===== src/rtl/vm_arbiter.sv =====
// rtl/vm_arbiter.sv - round-robin arbiter sharing the video-memory read port between masters A and B.
// Define VM_ARB_TIMEOUT_EN to add a downstream wait timeout with a sticky err_timeout flag.
module vm_arbiter #(
  parameter int ADDR_W         = 10,
  parameter int DATA_W         = 64,
  parameter int TIMEOUT_CYCLES = 15
) (
  input  logic              clk,
  input  logic              rst,
  input  logic [ADDR_W-1:0] a_address,
  input  logic              a_bus_enable,
  input  logic              a_rw,
  output logic [DATA_W-1:0] a_read_data,
  output logic              a_acknowledge,
  input  logic [ADDR_W-1:0] b_address,
  input  logic              b_bus_enable,
  input  logic              b_rw,
  output logic [DATA_W-1:0] b_read_data,
  output logic              b_acknowledge,
  output logic [ADDR_W-1:0] vm_address,
  output logic              vm_bus_enable,
  output logic              vm_rw,
  input  logic [DATA_W-1:0] vm_read_data,
  input  logic              vm_acknowledge,
  output logic              busy,
  output logic              err_timeout
);

  typedef enum logic [1:0] {
    ST_IDLE = 2'd0,
    ST_WAIT = 2'd1,
    ST_DONE = 2'd2
  } state_t;

  state_t            state_q, state_d;
  logic              last_b_q, last_b_d;
  logic [ADDR_W-1:0] vm_address_q, vm_address_d;
  logic              vm_rw_q, vm_rw_d;
  logic              vm_bus_enable_q, vm_bus_enable_d;
  logic [DATA_W-1:0] a_read_data_q, a_read_data_d;
  logic [DATA_W-1:0] b_read_data_q, b_read_data_d;
  logic              a_ack_q, a_ack_d;
  logic              b_ack_q, b_ack_d;
  logic              busy_q, busy_d;
  logic              err_q, err_d;
  logic              any_req;
  logic              pick_b;
  logic              tmo_hit;
  logic              finish;

  assign any_req = a_bus_enable | b_bus_enable;
  // B wins only when A is absent or A was served last.
  assign pick_b  = b_bus_enable & (~a_bus_enable | ~last_b_q);

`ifdef VM_ARB_TIMEOUT_EN
  localparam int TMO_W = $clog2(TIMEOUT_CYCLES + 1);
  logic [TMO_W-1:0] tmo_cnt_q, tmo_cnt_d;

  always_comb begin
    tmo_cnt_d = '0;
    if (state_q == ST_WAIT) begin
      tmo_cnt_d = tmo_cnt_q + TMO_W'(1);
    end
  end

  always_ff @(posedge clk) begin
    if (rst) begin
      tmo_cnt_q <= '0;
    end else begin
      tmo_cnt_q <= tmo_cnt_d;
    end
  end

  assign tmo_hit = (state_q == ST_WAIT) && (tmo_cnt_q == TMO_W'(TIMEOUT_CYCLES - 1));
`else
  assign tmo_hit = 1'b0;
`endif

  assign finish = (state_q == ST_WAIT) && (vm_acknowledge || tmo_hit);

  always_ff @(posedge clk) begin
    if (rst) begin
      state_q <= ST_IDLE;
    end else begin
      state_q <= state_d;
    end
  end

  always_comb begin
    state_d = state_q;
    case (state_q)
      ST_IDLE: if (any_req) state_d = ST_WAIT;
      ST_WAIT: if (finish)  state_d = ST_DONE;
      ST_DONE: state_d = ST_IDLE;
      default: state_d = ST_IDLE;
    endcase
  end

  // last_b_q doubles as the owner of the transaction in flight.
  always_comb begin
    last_b_d        = last_b_q;
    vm_address_d    = vm_address_q;
    vm_rw_d         = vm_rw_q;
    vm_bus_enable_d = vm_bus_enable_q;
    a_read_data_d   = a_read_data_q;
    b_read_data_d   = b_read_data_q;
    a_ack_d         = 1'b0;
    b_ack_d         = 1'b0;
    err_d           = err_q;
    case (state_q)
      ST_IDLE: begin
        if (any_req) begin
          last_b_d        = pick_b;
          vm_address_d    = pick_b ? b_address : a_address;
          vm_rw_d         = pick_b ? b_rw : a_rw;
          vm_bus_enable_d = 1'b1;
        end
      end
      ST_WAIT: begin
        if (finish) begin
          vm_bus_enable_d = 1'b0;
          // A real ack takes priority over a timeout landing on the same edge.
          if (last_b_q) begin
            b_read_data_d = vm_acknowledge ? vm_read_data : '0;
            b_ack_d       = 1'b1;
          end else begin
            a_read_data_d = vm_acknowledge ? vm_read_data : '0;
            a_ack_d       = 1'b1;
          end
          if (!vm_acknowledge) begin
            err_d = 1'b1;
          end
        end
      end
      default: ;
    endcase
    busy_d = (state_d != ST_IDLE);
  end

  always_ff @(posedge clk) begin
    if (rst) begin
      last_b_q        <= 1'b1;
      vm_address_q    <= '0;
      vm_rw_q         <= 1'b1;
      vm_bus_enable_q <= 1'b0;
      a_read_data_q   <= '0;
      b_read_data_q   <= '0;
      a_ack_q         <= 1'b0;
      b_ack_q         <= 1'b0;
      busy_q          <= 1'b0;
      err_q           <= 1'b0;
    end else begin
      last_b_q        <= last_b_d;
      vm_address_q    <= vm_address_d;
      vm_rw_q         <= vm_rw_d;
      vm_bus_enable_q <= vm_bus_enable_d;
      a_read_data_q   <= a_read_data_d;
      b_read_data_q   <= b_read_data_d;
      a_ack_q         <= a_ack_d;
      b_ack_q         <= b_ack_d;
      busy_q          <= busy_d;
      err_q           <= err_d;
    end
  end

  assign vm_address    = vm_address_q;
  assign vm_rw         = vm_rw_q;
  assign vm_bus_enable = vm_bus_enable_q;
  assign a_read_data   = a_read_data_q;
  assign b_read_data   = b_read_data_q;
  assign a_acknowledge = a_ack_q;
  assign b_acknowledge = b_ack_q;
  assign busy          = busy_q;
  assign err_timeout   = err_q;

endmodule

===== config.mk =====
export PLATFORM = sky130hd
export DESIGN_NAME = vm_arbiter
export DESIGN_NICKNAME = d
export VERILOG_FILES = /design/src/rtl/vm_arbiter.sv
export SDC_FILE = /design/constraint.sdc
export NUM_CORES = 1
export LEC_CHECK = 0
export ABC_AREA = 1
export BUFFER_PORTS_ARGS = -buffer_cell sky130_fd_sc_hd__clkbuf_2
export CORE_ASPECT_RATIO = 1.1
export CORE_UTILIZATION = 45
export DETAILED_ROUTE_END_ITERATION = 8
export PLACE_DENSITY = 0.85
export SLEW_MARGIN = 0
export SYNTH_ARGS = -nofsm -noshare
export SYNTH_HDL_FRONTEND = slang
export SYNTH_SLANG_ARGS = --single-unit

===== constraint.sdc =====
create_clock -name clk -period 1.2 [get_ports clk]
set_input_delay 0.06 -clock clk [delete_from_list [all_inputs] [get_ports clk]]
set_output_delay 0.06 -clock clk [all_outputs]
set_load 0.005 [all_outputs]

After elaboration in Yosys (flattened, before gate mapping):

Cells that the tools add are included.

* bits in registers: 147
* bits in latches: 0
* RAM bits: 0
* memory bits (read-only): 0
* memories: 0

* $add $sub $neg: 0
* $mul: 0
* div/mod/pow operators: 0
* order comparisons: 0
* equality and inequality tests: 3
* shift operators: 0
* mux-type cells: 11
* bitwise logic cells: 8
* reduce and logical (&&, ||, !) cells: 10

Operator list (count)
* $mux 64: 1
* $reduce_and 3->1: 4
* $mux 10: 1
* $mux 1: 5
* $not 1->1: 5
* $mux 2: 2
* $ne 2x2->1 const B: 2
* $pmux 2 s2: 1
* $reduce_bool 2->1: 2
* $reduce_or 3->1: 1
* $eq 2x1->1 const B: 1
* $logic_not 2->1: 1
* $or 1x1->1: 2
* $pmux 1 s2: 1
* $reduce_and 2->1: 1
* $and 1x1->1: 1
* $logic_and 1x1->1: 1

Longest topological paths before layout:

* depth in word-level cells: 5
* gate-level depth with buffers: 8
* gate-level depth less buffers: 6

Least setup slack after synthesis:

OpenSTA, ideal clock, no wires.

* kind: register to register
* start point: register last_b_q
* end point: register a_read_data_q[34], in the netlist a_read_data[34]
* arrival time: 1.034 ns
* required time: 1.087 ns
* path slack: 0.054 ns
* stages on the path, launching flop included: 7
* cells stage by stage: dfxtp_1 buf_2 inv_2 buf_1 nand4_1 nand2_1 nor2_1

* longest elaborated chain between the ends: 2

RTL lines
* from (decl): RTL line 36 `logic last_b_q, last_b_d;`
* from (signal assigned): RTL line 153 `last_b_q <= last_b_d;`
* $not 1->1 (no line)
* $reduce_and 3->1 (no line)
* to (signal assigned): RTL line 157 `a_read_data_q <= a_read_data_d;`
* to (decl): RTL line 40 `logic [DATA_W-1:0] a_read_data_q, a_read_data_d;`

No other way between the ends.
A chain may end at the register's enable or synchronous reset.

Worst setup path after layout:

* start point: register state_q[1]
* end point: register b_read_data_q[45], in the netlist b_read_data[45]

* longest elaborated chain between the ends: 3

RTL lines
* from (decl): RTL line 35 `state_t state_q, state_d;`
* from (signal assigned): RTL line 85 `state_q <= state_d;`
* $eq 2x1->1 (*): RTL line 79, 110
* $logic_and 1x1->1: RTL line 79 `assign finish = (state_q == ST_WAIT) && (vm_acknowledge || tmo_hit);`
* $reduce_and 3->1 (no line) (*)
* to (signal assigned): RTL line 158 `b_read_data_q <= b_read_data_d;`
* to (decl): RTL line 41 `logic [DATA_W-1:0] b_read_data_q, b_read_data_d;`

Mark *: on every way between the ends. The rest lies on a longest branch, timed or not.

==> run metrics <==
drt drc=0; Max-Slew Margin vs Limit=79.77%; CP arrival=between 1.5 and 2 ns; worst-case clock skew=slightly above 0.009 ns; I/O pins=~240; Setup TNS Final=-2.688 ns; Highest Signal Layer=met4; Yosys warning count=0; worst r2r path cells=6; crit path from=state_q[1]$_SDFF_PP0_; fmax=about 0.76 GHz; clk buf depth=2; hold slack=0.09166 ns; ANT cells=0; routed length on met2=about 12,000 um; overall power=13.85 mW; Crit path depth=6; mean post-synth cell area=between 6 and 7 um2; Post-Synthesis Cell Area=roughly 6300 um2; CTS tree=yes; Worst R2R Setup Slack=-0.12 ns; Overflow after GRT=0; Clk pin slew, worst setup/hold paths=0.06 ns; initial antenna violation count=0; die area=approximately 15,000 um2; predominant post-synthesis flop cell=dfxtp_1; Port Buf Inserts=about 230; Worst path slowest cell=dfxtp_4; critical path buffer and inverter count=3; most frequent cells after synthesis=nor2_1, nand2_1, inv_1; GRT Overall Usage=~29%; Final Cycle Share=109.6%; status=finished, violations left; RSZ-0062 raised after global routing=yes; die width=between 100 and 150 um; Post-synth EDFFs=0; crit path launch type=flip-flop; violated checks=setup timing; Seq cells post-synth=around 150; setup violators final=86; Die H=126.2 um; sequential fraction of the synthesis area=~47%; H-tree depth=4; Net Count, Synth=1,065; worst setup path category=reg2reg; Worst path max stage delay=~0.35 ns; min Tclk post-route=roughly 1.3 ns; fin nets=~1,400; Final Hold Vio Count=0; Post-synth ARST share=0%; PwrDens=between 1000 and 1500 nW/um2; cts bufs inserted=17; CP dominant cell by count=nor2_1; CP Capture Type=flip-flop; final WL=approximately 24,000 um; Crit Reg-Reg Startpoint=state_q[1]$_SDFF_PP0_; metal3 WL=~1900 um; reg-to-reg endpoint=b_read_data[45]$_SDFFE_PP0P_; detailed-route via count=~7,400; most common cell in the netlist=nor2_1; top post-synthesis cells by area=dfxtp_1, nor2_1, nand2_1; Max Cap Viol=0; family with the most delay on the worst path=buffers and inverters; worst min path class=in2reg; Crit Path Max Fanout=8; largest net degree at the start of global routing=61; Std-Cell Rows=45; beginning of the worst hold path=a_bus_enable; Synth cell types=17; final worst slack=-0.1158 ns; leakage power=5.448 nW; Worst Path Required=1.50 ns; M1 WL=~8900 um; DR pass1 iterations=5; Slew @ Worst Pin=around 0.3 ns; Post-DRT Antenna Nets=0; DR vias/cell=4.929; area leader, netlist=dfxtp_1; via count of the first global-routing pass=roughly 6,900; post-synth top area share=a little under half; clock insertion delay at the later pin of the skew report=approximately 0.42 ns; Critical path destination=b_read_data[45]$_SDFFE_PP0P_; Core Area=around 14,000 um2; proportion of layout cells with a drive suffix above 1=between 30% and 40%; VDD IR max=approximately 840 uV; DP Wirelength=~11,000 um; CTS Root Cell=clkbuf_16; CP Cell Sequence=inv_4 -> nand4_4 -> buf_12 -> buf_6 -> nor2_1 -> nor2_1; fin. max-slew vios=0; Iter 0 DRT Violations=just over 700; placer congestion estimate=around 0.78; drt wl/cell=between 15 and 20 um; Initial Util=45.94%; CTS Sinks=about 150; synthesis-to-layout area growth=61.38%; first-pass GRT wire length=about 33,000 um; Syn Inst Count=~970
[registers in the layout (all words and copies together) (netlist names)]
name and flops:
a_acknowledge 1, a_read_data 64, b_acknowledge 1, b_read_data 64, busy 1, err_timeout 1
last_b_q 1, state_q 2, vm_address 10, vm_bus_enable 1, vm_rw 1
[stage by stage]
step / setup slack (ns) / instance area, um2 / utilization (%) / instances
floorplan: 0.05366 / 6311 / - / 974
global placement: 0.01300 / 7812 / 56.87 / 1363
detailed placement: -0.01054 / 7812 / 56.87 / 1363
CTS: -0.01002 / 9514 / 69.25 / 1490
global route: -0.1440 / 10180 / 74.13 / 1507
finish: -0.1158 / 10180 / 74.13 / 1507
[worst min-delay path by stage]
stage,to,cells past startpoint
after global routing,state_q[0]$_SDFF_PP0_,5
after global placement,b_read_data[60]$_SDFFE_PP0P_,3
final,state_q[0]$_SDFF_PP0_,5
after floorplan,vm_bus_enable$_SDFFE_PP0P_,1
after CTS,last_b_q$_SDFFE_PP1P_,5
after detailed placement,b_read_data[60]$_SDFFE_PP0P_,3
[worst reg2reg max path, stage by stage, from the launching register on]
cell and delay, ns:
dfxtp_4 0.35, inv_4 0.09, nand4_4 0.16, buf_12 0.20
buf_6 0.16, nor2_1 0.17, nor2_1 0.07
[cell families (layout without fill, tap and decap cells)]
logic type | count (synthesis) | after routing | synth area share (%)
buf+inv | 215 | 560 | 13.82
compound gates | 4 | 4 | 0.3172
simple gates | 608 | 608 | 39.23
flops | 147 | 147 | 46.63
[repair_timing]
| item | 4_1_cts | 5_1_grt |
|---|---|---|
| pin swaps | 1 | 42 |
| endpoints found under the setup margin | 21 | 138 |
| hold buffers | 88 | 0 |
| resized for setup | 13 | 98 |
| endpoints found under the hold margin | 123 | 0 |
| setup buffers | 5 | 1 |
| gates cloned | 3 | 17 |
[power breakdown]
part | switching [mW] | total, mW | internal (mW) | leakage [nW]
clock network | 2.01 | 5.85 | 3.84 | 0.316
logic | 1.42 | 2.64 | 1.22 | 3.93
registers | 0.178 | 5.36 | 5.18 | 1.20
[placed cells by master, fill, tap and decap left out, types with 3 or more instances in the layout]
cell	n
buf_4	12
nor2_2	33
clkbuf_2	234
inv_4	3
inv_1	152
buf_12	16
clkbuf_8	3
nand2_2	32
nor2_1	256
dfxtp_1	144
dlygate4sd3_1	88
nor2_4	5
bufinv_16	5
nand3_1	3
nand2_1	205
buf_16	4
nand4_1	64
clkbuf_16	32
buf_6	4
nand2_4	8
[final cells by class]
class / count / area [um2]
tap: 188 / 235.2
multi-input combinational: 612 / 2761
inverter: 156 / 593.1
sequential: 147 / 2952
clock inverter: 9 / 176.4
clock buffer: 22 / 474.2
fill: 956 / 3553
timing repair buffer: 373 / 2993
[routing by layer]
metal / track usage (%) / vias up
met5: 0 / -
met2: 48.55 / 426
met3: 7.748 / 97
met4: 18.26 / 0
met1: 31.57 / 3355
li1: - / 3550
(Power assumes the default switching activity.)
